### config.mk
export PLATFORM = sky130hd
export DESIGN_NAME = bram_stream_sched
export DESIGN_NICKNAME = d
export VERILOG_FILES = /design/src/rtl/sched_pkg.sv /design/src/rtl/sched_fifo2.sv /design/src/rtl/bram_stream_sched.sv
export SDC_FILE = /design/constraint.sdc
export NUM_CORES = 1
export LEC_CHECK = 0
export CORE_AREA = 4 4 275 277
export DETAILED_ROUTE_END_ITERATION = 8
export DIE_AREA = 0 0 279 281
export PLACE_DENSITY = 0.69
export SLEW_MARGIN = 40
export SYNTH_ARGS = -nofsm -noshare
export SYNTH_HDL_FRONTEND = slang
export SYNTH_SLANG_ARGS = --single-unit
### constraint.sdc
create_clock -name i_clk -period 2.8 [get_ports i_clk]
set_input_delay 0.28 -clock i_clk [delete_from_list [all_inputs] [get_ports i_clk]]
set_output_delay 0.28 -clock i_clk [all_outputs]
set_load 0.01 [all_outputs]
### src/rtl/sched_pkg.sv
// rtl/sched_pkg.sv - shared state encoding and default widths for the BRAM stream scheduler
package sched_pkg;

  localparam int ADDR_W_DEF  = 11;
  localparam int DATA_W_DEF  = 256;
  localparam int DW          = 16;
  localparam int OUT_W_DEF   = 4 * DW;
  localparam int TIMEOUT_DEF = 1024;

  typedef enum logic [1:0] {
    IDLE   = 2'd0,
    STREAM = 2'd1,
    DRAIN  = 2'd2,
    DONE   = 2'd3
  } state_t;

endpackage

### src/rtl/sched_fifo2.sv
// rtl/sched_fifo2.sv - 2-entry first-word-fall-through FIFO between the input BRAM and the datapath
module sched_fifo2
  import sched_pkg::*;
#(
  parameter int DATA_W = DATA_W_DEF
) (
  input  logic              i_clk,
  input  logic              i_rst,
  input  logic              i_clr,
  input  logic              i_push,
  input  logic [DATA_W-1:0] i_din,
  input  logic              i_pop,
  output logic [DATA_W-1:0] o_head,
  output logic [1:0]        o_count,
  output logic              o_empty,
  output logic              o_full
);

  logic [DATA_W-1:0] r_mem [2];
  logic              r_rd_ptr;
  logic              r_wr_ptr;
  logic [1:0]        r_count;
  logic              w_do_push;
  logic              w_do_pop;

  // An empty FIFO passes the incoming word straight through so BRAM data reaches the datapath the cycle it arrives
  assign o_head    = (r_count != 2'd0) ? r_mem[r_rd_ptr] : (i_push ? i_din : '0);
  assign o_empty   = (r_count == 2'd0) && !i_push;
  assign o_full    = (r_count == 2'd2);
  assign o_count   = r_count;
  assign w_do_push = i_push && !((r_count == 2'd0) && i_pop);
  assign w_do_pop  = i_pop && (r_count != 2'd0);

  always_ff @(posedge i_clk or negedge i_rst) begin
    if (!i_rst) begin
      r_mem[0] <= '0;
      r_mem[1] <= '0;
      r_rd_ptr <= 1'b0;
      r_wr_ptr <= 1'b0;
      r_count  <= 2'd0;
    end else if (i_clr) begin
      r_rd_ptr <= 1'b0;
      r_wr_ptr <= 1'b0;
      r_count  <= 2'd0;
    end else begin
      if (w_do_push) begin
        r_mem[r_wr_ptr] <= i_din;
        r_wr_ptr        <= ~r_wr_ptr;
      end
      if (w_do_pop) begin
        r_rd_ptr <= ~r_rd_ptr;
      end
      r_count <= r_count + {1'b0, w_do_push} - {1'b0, w_do_pop};
    end
  end

endmodule

### src/rtl/bram_stream_sched.sv
// rtl/bram_stream_sched.sv - streams input-BRAM words into the datapath and writes results to the result BRAM
module bram_stream_sched
  import sched_pkg::*;
#(
  parameter int ADDR_W  = ADDR_W_DEF,
  parameter int DATA_W  = DATA_W_DEF,
  parameter int OUT_W   = OUT_W_DEF,
  parameter int TIMEOUT = TIMEOUT_DEF
) (
  input  logic              i_clk,
  input  logic              i_rst,
  input  logic              i_start,
  input  logic [ADDR_W-1:0] i_base_addr,
  input  logic [ADDR_W-1:0] i_res_base,
  input  logic [ADDR_W:0]   i_length,
  input  logic [1:0]        i_mode_cfg,
  output logic              o_busy,
  output logic              o_done,
  output logic              o_err,
  output logic              o_in_en,
  output logic [ADDR_W-1:0] o_in_addr,
  input  logic [DATA_W-1:0] i_in_dout,
  output logic [DATA_W-1:0] o_dp_in,
  output logic              o_dp_in_vld,
  input  logic              i_dp_in_ready,
  output logic [1:0]        o_dp_mode,
  input  logic [OUT_W-1:0]  i_dp_out,
  input  logic              i_dp_out_vld,
  output logic              o_res_we,
  output logic [ADDR_W-1:0] o_res_addr,
  output logic [OUT_W-1:0]  o_res_din
);

  localparam int CNT_W = ADDR_W + 1;
  localparam int TO_W  = $clog2(TIMEOUT) + 1;

  state_t             r_state;
  state_t             w_state_nxt;
  logic [ADDR_W-1:0]  r_base;
  logic [ADDR_W-1:0]  r_res_base;
  logic [CNT_W-1:0]   r_length;
  logic [1:0]         r_mode;
  logic [CNT_W-1:0]   r_rd_cnt;
  logic [CNT_W-1:0]   r_acc_cnt;
  logic [CNT_W-1:0]   r_out_cnt;
  logic               r_rd_pend;
  logic               r_err;
  logic [TO_W-1:0]    r_idle_cnt;
  logic               r_res_we;
  logic [ADDR_W-1:0]  r_res_addr;
  logic [OUT_W-1:0]   r_res_din;

  logic               w_start_acc;
  logic               w_in_en;
  logic               w_busy;
  logic               w_hs;
  logic               w_out_acc;
  logic               w_out_drop;
  logic               w_timeout;
  logic [DATA_W-1:0]  w_fifo_head;
  logic [1:0]         w_fifo_count;
  logic               w_fifo_empty;
  logic               w_fifo_full;

  sched_fifo2 #(.DATA_W(DATA_W)) u_fifo (
    .i_clk   (i_clk),
    .i_rst   (i_rst),
    .i_clr   (w_start_acc),
    .i_push  (r_rd_pend),
    .i_din   (i_in_dout),
    .i_pop   (w_hs),
    .o_head  (w_fifo_head),
    .o_count (w_fifo_count),
    .o_empty (w_fifo_empty),
    .o_full  (w_fifo_full)
  );

  assign w_start_acc = i_start && (r_state == IDLE);
  assign w_hs        = !w_fifo_empty && i_dp_in_ready;
  assign w_out_acc   = i_dp_out_vld && w_busy && (r_out_cnt < r_length);
  assign w_out_drop  = i_dp_out_vld && !w_out_acc;
  assign w_timeout   = (r_state == DRAIN) && !i_dp_out_vld && (r_idle_cnt == TO_W'(TIMEOUT - 1));

  assign o_busy      = w_busy;
  assign o_err       = r_err;
  assign o_in_en     = w_in_en;
  assign o_in_addr   = r_base + r_rd_cnt[ADDR_W-1:0];
  assign o_dp_in     = w_fifo_head;
  assign o_dp_in_vld = !w_fifo_empty;
  assign o_dp_mode   = r_mode;
  assign o_res_we    = r_res_we;
  assign o_res_addr  = r_res_addr;
  assign o_res_din   = r_res_din;

  always_ff @(posedge i_clk or negedge i_rst) begin
    if (!i_rst) begin
      r_state <= IDLE;
    end else begin
      r_state <= w_state_nxt;
    end
  end

  always_comb begin
    w_state_nxt = r_state;
    w_busy      = 1'b0;
    o_done      = 1'b0;
    w_in_en     = 1'b0;
    case (r_state)
      IDLE: begin
        if (w_start_acc) begin
          w_state_nxt = (i_length == '0) ? DONE : STREAM;
        end
      end
      STREAM: begin
        w_busy = 1'b1;
        // Stored words plus the read landing this cycle never exceed the FIFO depth
        w_in_en = (r_rd_cnt < r_length) && !w_fifo_full &&
                  (({1'b0, w_fifo_count} + {2'b00, r_rd_pend}) < 3'd2);
        if ((r_rd_cnt == r_length) && (r_acc_cnt == r_length) && w_fifo_empty) begin
          w_state_nxt = DRAIN;
        end
      end
      DRAIN: begin
        w_busy = 1'b1;
        if ((r_out_cnt == r_length) || w_timeout) begin
          w_state_nxt = DONE;
        end
      end
      DONE: begin
        o_done      = 1'b1;
        w_state_nxt = IDLE;
      end
      default: w_state_nxt = IDLE;
    endcase
  end

  always_ff @(posedge i_clk or negedge i_rst) begin
    if (!i_rst) begin
      r_base     <= '0;
      r_res_base <= '0;
      r_length   <= '0;
      r_mode     <= 2'd0;
      r_rd_cnt   <= '0;
      r_acc_cnt  <= '0;
      r_out_cnt  <= '0;
      r_rd_pend  <= 1'b0;
      r_err      <= 1'b0;
      r_idle_cnt <= '0;
      r_res_we   <= 1'b0;
      r_res_addr <= '0;
      r_res_din  <= '0;
    end else begin
      r_rd_pend <= w_in_en;
      r_res_we  <= w_out_acc;
      if (w_out_acc) begin
        r_res_addr <= r_res_base + r_out_cnt[ADDR_W-1:0];
        r_res_din  <= i_dp_out;
      end
      if (w_start_acc) begin
        r_base     <= i_base_addr;
        r_res_base <= i_res_base;
        r_length   <= i_length;
        r_mode     <= i_mode_cfg;
        r_rd_cnt   <= '0;
        r_acc_cnt  <= '0;
        r_out_cnt  <= '0;
        r_err      <= 1'b0;
      end else begin
        if (w_in_en)   r_rd_cnt  <= r_rd_cnt + 1'b1;
        if (w_hs)      r_acc_cnt <= r_acc_cnt + 1'b1;
        if (w_out_acc) r_out_cnt <= r_out_cnt + 1'b1;
      end
      // A stray result or a stalled drain outranks the clear from a coincident start
      if (w_out_drop || w_timeout) begin
        r_err <= 1'b1;
      end
      if ((r_state == DRAIN) && !i_dp_out_vld) begin
        r_idle_cnt <= r_idle_cnt + 1'b1;
      end else begin
        r_idle_cnt <= '0;
      end
    end
  end

endmodule

==> results of run 1 <==
## per-layer routing
| layer | vias to the layer above | track usage (%) | routed length [um] |
|---|---|---|---|
| met5 | - | 0 | 55 |
| met4 | 8 | 8.916 | 3119 |
| met3 | 150 | 6.180 | 6630 |
| met2 | 745 | 41.38 | 48900 |
| met1 | 12691 | 31.25 | 41330 |
| li1 | 11840 | - | - |
## flip-flops by register name, indices dropped and copies added, names as in the netlist, 2 cells and up
name and cells:
u_fifo.r_mem 512, u_fifo.o_count 2, r_acc_cnt 12, r_res_base 11
r_base 11, o_res_addr 11, r_out_cnt 12, r_state 2
r_length 12, r_idle_cnt 11, o_res_din 64, o_dp_mode 2
r_rd_cnt 12
## power by group
| part | internal [mW] | switching, mW |
|---|---|---|
| registers | 14.5 | 2.39 |
| clock network | 6.07 | 3.99 |
| logic | 13.6 | 13.6 |
| total | 34.2 | 20.0 |
## synthesized netlist by cell type, types with 9 or more instances
library cell / instances / area share (%)
nand2_1: 335 / 3.8
nor4_1: 14 / 0.27
nor2_1: 52 / 0.59
clkbuf_1: 112 / 1.3
buf_2: 59 / 0.90
nand2b_1: 10 / 0.19
a21oi_1: 27 / 0.41
mux2_2: 512 / 18
ha_1: 55 / 2.1
xnor2_1: 20 / 0.53
nor3_1: 9 / 0.14
nand4_1: 19 / 0.36
inv_1: 23 / 0.26
dfrtp_1: 679 / 52
xor2_1: 35 / 0.93
buf_1: 34 / 0.39
nand3_1: 277 / 4.2
o21ai_0: 286 / 4.3
mux2i_1: 266 / 8.1
## area by class of cell
cell class	instances	share of cell area (%)
Antenna cell	11	0.06119
Clock buffer	110	4.867
Inverter	24	0.2058
Multi-Input combinational cell	1999	33.66
Tap cell	959	2.667
Timing Repair Buffer	872	20.03
Clock inverter	20	0.7176
Sequential cell	679	37.79
## final timing paths
kind | start | end | slack [ns] | depth (start not counted)
min in group asynchronous | i_rst | u_fifo.r_mem[293] | 0.22 | 2
max | r_rd_cnt[0] | o_in_addr[10] | -0.50 | 9
max in group asynchronous | i_rst | u_fifo.r_mem[115] | 1.65 | 3
min | i_dp_out[37] | o_res_din[37] | 0.20 | 3
max reg2reg | r_rd_cnt[1] | r_rd_cnt[11] | 0.24 | 10
min reg2reg | r_idle_cnt[0] | r_idle_cnt[0] | 0.46 | 1
## worst reg2reg max path, cell delays in order (launching register included)
cell and delay, ns:
dfrtp_1 0.41, buf_6 0.16, ha_4 0.21, nor2b_1 0.13, o21a_1 0.17, o21a_1 0.19, o21a_1 0.22, buf_4 0.14
buf_4 0.16, nor4_1 0.46, mux2i_1 0.25
## cells by family after synthesis
family,after synthesis
AO/OA/AOI/OAI,360
XOR/XNOR,55
adder cells (fa/ha/maj),57
buffers and inverters,230
flip-flops,679
multiplexers,778
AND/OR/NAND/NOR,749
## per-stage QoR
step / std cells / setup WS (ns) / instance area (sq um)
2_1_floorplan: 2908 / 0.1396 / 32920
3_3_place_gp: 4498 / -0.3433 / 41900
3_5_place_dp: 4498 / -0.3382 / 41900
4_1_cts: 4657 / -0.6260 / 44730
5_1_grt: 4672 / -0.6576 / 44980
6_report: 4674 / -0.5032 / 44980
## repair_timing
item / CTS / global route
cloned: 10 / 2
buffers inserted: 19 / 5
hold buffers: 1 / 0
gates resized for setup: 302 / 59
hold endpoints to repair: 68 / 0
pin swaps: 12 / 11
endpoints found under the setup margin: 262 / 36
==> results.md, run 1 <==
- Mean post-synth cell area: 11.32 sq um
- Antenna violations before repair: 15
- Crit Path Max Fanout: 2
- Tmin final: 3.303 ns
- Effective utilization at floorplan: 45.20%
- Largest family of logic cells by synthesized area: multiplexers
- Final Hold Violating Endpoints: 0
- Maximum number of pins on one net before global-route repair: 103
- Failing checks: setup timing
- Remaining global-route overflow: 0
- Period Utilization, post-route: 118.0%
- Std-Cell Rows: 99
- Worst Clk Skew: 0.02105 ns
- Area share of xor/xnor cells in the synthesized design: 1.463%
- Max Fclk: 0.3027 GHz
- Boundary pin count: 711
- Synth Area in Adders: 2.212%
- Outcome: complete, but fails checks
- EDFF count, synth: 0
- Final Core Density: 61.76%
- Die extent in x: 279 um
- Share of flip-flops with an asynchronous set or reset after synthesis: 100.0%
- Global-route wire length before repair: 152900 um
- Worst rel slew slack: 60.26%
- Synthesized Nets: 3326
- Final WS setup: -0.5032 ns
- CP delay by family, top: compound AO/OA/AOI/OAI gates
- CP cell instances: ha_2 > fa_2 > a21o_1 > a21oi_2 > o21ai_2 > or4_4 > a2111o_1 > o211a_1 > buf_2
- FF+latch area: 17000 sq um
- Transition at the pin with the smallest max-transition slack: 0.5884 ns
- Final estimated routing congestion in global placement: 0.8438
- Element type at the critical path start: register
- Critical Path RT: 2.52 ns
- PnR Total Power: 54.20 mW
- Area overhead of the layout relative to synthesis: 36.65%
- Sum of net half-perimeters after detailed placement: 69010 um
- Number of port buffers: 710
- Warnings from Yosys: 0
- Synth Area in Simple Gates: 10.25%
- Filler instances: 5998
- Detail-routed net length per standard cell: 21.40 um
- Dominant register cell in the synthesized netlist: dfrtp_1
- Fraction of layout cells with a size suffix above 1: 22.54%
- Buffers and inverters on the worst path: 1
- Worst skew pair latency: 0.60 ns
- Peak ir drop on the vdd network: 0.0007618 V
- Endpoint class of the critical path: output pin
- Count of final max-slew check failures: 0
- Core Area: 72830 sq um
- Master of the slowest instance on the critical path: or4_4
- Classification of the worst setup path: reg2out
- Clock tree from TritonCTS: done
- Hold Crit Class: in2reg
- Final worst hold slack: 0.2018 ns
- Total number of vias: 25434
- Final setup viols: 2
- Routed WL: 100000 um
- Max stage delay on crit path: 0.42 ns
- Root buffer cell: clkbuf_16
- Global router's overall resource usage: 24.70%
- Deepest level of the CTS H-tree: 3
- Post-route DRC violation count: 0
- Total Negative Setup Slacks: -0.8204 ns
- Via/cell ratio: 5.442
- Die Outline Area: 78400 sq um
- Count of antenna-violating nets left after detailed routing: 0
- Fin nets: 4068
- First-pass DRT Iterations: 5
- Most used cells in the layout excluding fill and tap cells: dfrtp_1 (675), mux2_2 (512), clkdlybuf4s50_1 (464)
- Worst-case clock buffer depth: 3
- Most common library cell in the layout ignoring fill and taps: dfrtp_1
- Sink Count: 679
- Count of mapped cells out of synthesis: 2908
- Sequential fraction of the synthesis area: 51.61%
- Post-synthesis instance area: 32920 sq um
- Synthesized flop and latch total: 679
- RSZ-0062 raised after global routing: yes
- Complex-gate fraction of the synthesized area: 5.986%
- Static Leakage: 20.42 nW
- Multiplexer area fraction after synthesis: 25.60%
- Arrival time at the worst endpoint: 3.02 ns
- Power density over cell area: 1205 nW/um^2
- Num CTS Buffers: 74
- Synth cell types: 54
- Clock slew at the register clock pins of the worst setup and hold paths: 0.06 ns
- Via count of the first global-routing pass: 26222
- Area of the multi-input gates: 15140 sq um
- DIE HEIGHT: 281 um
- Violation count after the first detailed-routing iteration: 1259
- Max_cap viols: 0
(Power assumes the default switching activity.)
==> inputs of run 2 (changes only) <==
Settings changed: DONT_BUFFER_PORTS from default to 1, PLACE_DENSITY 0.69 to 0.57.
==> results.md, run 2 (synthesis gave the netlist of run 1 again) <==
- Count of final max-slew check failures: 549
- Register with the most flip-flops: u_fifo.r_mem
- Max_cap viols: 0
- Antenna violations before repair: 4
- Critical Path RT: 2.52 ns
- Area overhead of the layout relative to synthesis: 23.75%
- Remaining global-route overflow: 0
- Clock slew at the register clock pins of the worst setup and hold paths: 0.06 ns
- Static Leakage: 17.72 nW
- Routed WL: 100200 um
- Power density over cell area: 1181 nW/um^2
- Fraction of layout cells with a size suffix above 1: 23.13%
- Failing checks: hold timing, slew limit, setup timing
- Quantity of hold-fixing buffers added after cts: 359
- Worst-case clock buffer depth: 3
- Final Hold Violating Endpoints: 320
- Final WS setup: -0.4484 ns
- Endpoint class of the critical path: output pin
- Outcome: complete, but fails checks
- Arrival time at the worst endpoint: 2.97 ns
- Violation count after the first detailed-routing iteration: 1420
- Die Outline Area: 78400 sq um
- Num CTS Buffers: 75
- Maximum number of pins on one net before global-route repair: 680
- Classification of the worst setup path: reg2out
- Via count of the first global-routing pass: 25559
- Worst rel slew slack: -165.8%
- Count of placed standard cells including taps: 3729
- Total number of vias: 24466
- Hold Crit Class: in2async
- Final estimated routing congestion in global placement: 0.8269
- Via/cell ratio: 5.765
- DIE HEIGHT: 281 um
- Sink Count: 679
- Peak ir drop on the vdd network: 0.0008689 V
- Most common library cell in the layout ignoring fill and taps: dfrtp_1
- Std-Cell Rows: 99
- Worst Clk Skew: 0.02440 ns
- Filler instances: 5990
- Worst skew pair latency: 0.62 ns
- Effective utilization at floorplan: 45.20%
- Clock tree from TritonCTS: done
- Global-route wire length before repair: 151800 um
- Boundary pin count: 711
- Max Fclk: 0.3078 GHz
- Period Utilization, post-route: 116.0%
- Final setup viols: 3
- Root buffer cell: clkbuf_16
- Most used cells in the layout excluding fill and tap cells: dfrtp_1 (677), mux2_2 (512), dlygate4sd3_1 (359)
- Transition at the pin with the smallest max-transition slack: 3.987 ns
- Global router's overall resource usage: 24.33%
- Die extent in x: 279 um
- Post-route DRC violation count: 0
- Sum of net half-perimeters after detailed placement: 61100 um
- Deepest level of the CTS H-tree: 3
- Max FFs per register: 512
- First-pass DRT Iterations: 5
- Fin nets: 3643
- Crit Path Max Fanout: 2
- Element type at the critical path start: register
- Count of antenna-violating nets left after detailed routing: 0
- Detail-routed net length per standard cell: 23.60 um
- Core Area: 72830 sq um
- Tmin final: 3.248 ns
- Fin cells: 4244
- RSZ-0062 raised after global routing: yes
- Number of port buffers: 0
- Final worst hold slack: -0.6169 ns
[run 2: cell count changes in the layout (fill, tap and decap cells not counted), sizes merged, moves of 7 or more]
cell,change
clkbuf,-8
clkdlybuf4s50,-464
diode,-8
buf,-79
dlymetal6s2s,-26
dlygate4sd2,-205
dlygate4sd3,+358
clkinvlp,+7
[run 2: timing repair]
action                                  CTS  global route
setup endpoints to repair               105           100
pin swaps                                 3             6
cloned                                    1             4
buffers inserted                          5             8
endpoints found under the hold margin  1296           679
gates resized for setup                  26             7
[run 2: stage by stage]
stage / instance area, sq um / setup WS (ns) / power, mW / TNS, ns / utilization (%)
after floorplan: 32920 / 0.1396 / 31.11 / 0 / -
after global placement: 34150 / 0.02729 / 35.86 / 0 / 46.88
after detailed placement: 34170 / 0.03433 / 36.76 / 0 / 46.91
after CTS: 40540 / -0.4803 / 47.89 / -0.7706 / 55.66
after global routing: 40740 / -0.5587 / 51.04 / -1.116 / 55.93
final: 40740 / -0.4484 / 48.11 / -0.9640 / 55.93
[run 2: final timing paths]
path / slack (ns) / end / start / cells after the start
max reg2reg: 0.25 / r_out_cnt[5] / r_length[5] / 8
min in group i_clk: 0.07 / r_acc_cnt[0] / i_dp_in_ready / 3
max: -0.45 / o_in_addr[10] / r_base[0] / 8
max in group asynchronous: -0.26 / u_fifo.r_rd_ptr / i_rst / 0
min reg2reg: 0.46 / r_idle_cnt[0] / r_idle_cnt[0] / 1
min: -0.62 / u_fifo.r_mem[291] / i_rst / 0
[run 2: critical path: stages (launching register included)]
cell      delay (ns)
dfrtp_1         0.39
ha_2            0.20
fa_2            0.35
a21o_1          0.18
a21oi_2         0.17
o21ai_2         0.10
or4_4           0.43
a2111o_1        0.38
o211a_1         0.18
[run 2: layout make-up]
cell class	instances	area, sq um	area share, %
Sequential cell	679	17000	41.73
Multi-Input combinational cell	1999	15150	37.20
Timing Repair Buffer	446	4706	11.55
Clock buffer	102	2138	5.249
Tap cell	959	1200	2.945
Clock inverter	32	444.2	1.090
Inverter	24	90.09	0.2211
Antenna cell	3	7.507	0.01843
[run 2: routing by layer]
metal | GRT usage [%] | part of all wire (%) | vias up | wire length [um]
met5 | 0 | 0 | - | 0
met4 | 8.643 | 3.4 | 0 | 3401
met3 | 6.895 | 7.8 | 196 | 7808
met2 | 41.64 | 50 | 883 | 49690
met1 | 29.58 | 39 | 12429 | 39250
li1 | - | - | 10958 | -
[run 2: where the power goes]
group / switching [mW] / internal [mW] / leakage (nW)
Clock: 4.20 / 6.06 / 1.24
Combinational: 11.8 / 8.60 / 8.20
Sequential: 2.96 / 14.5 / 8.28
Total: 18.9 / 29.2 / 17.7
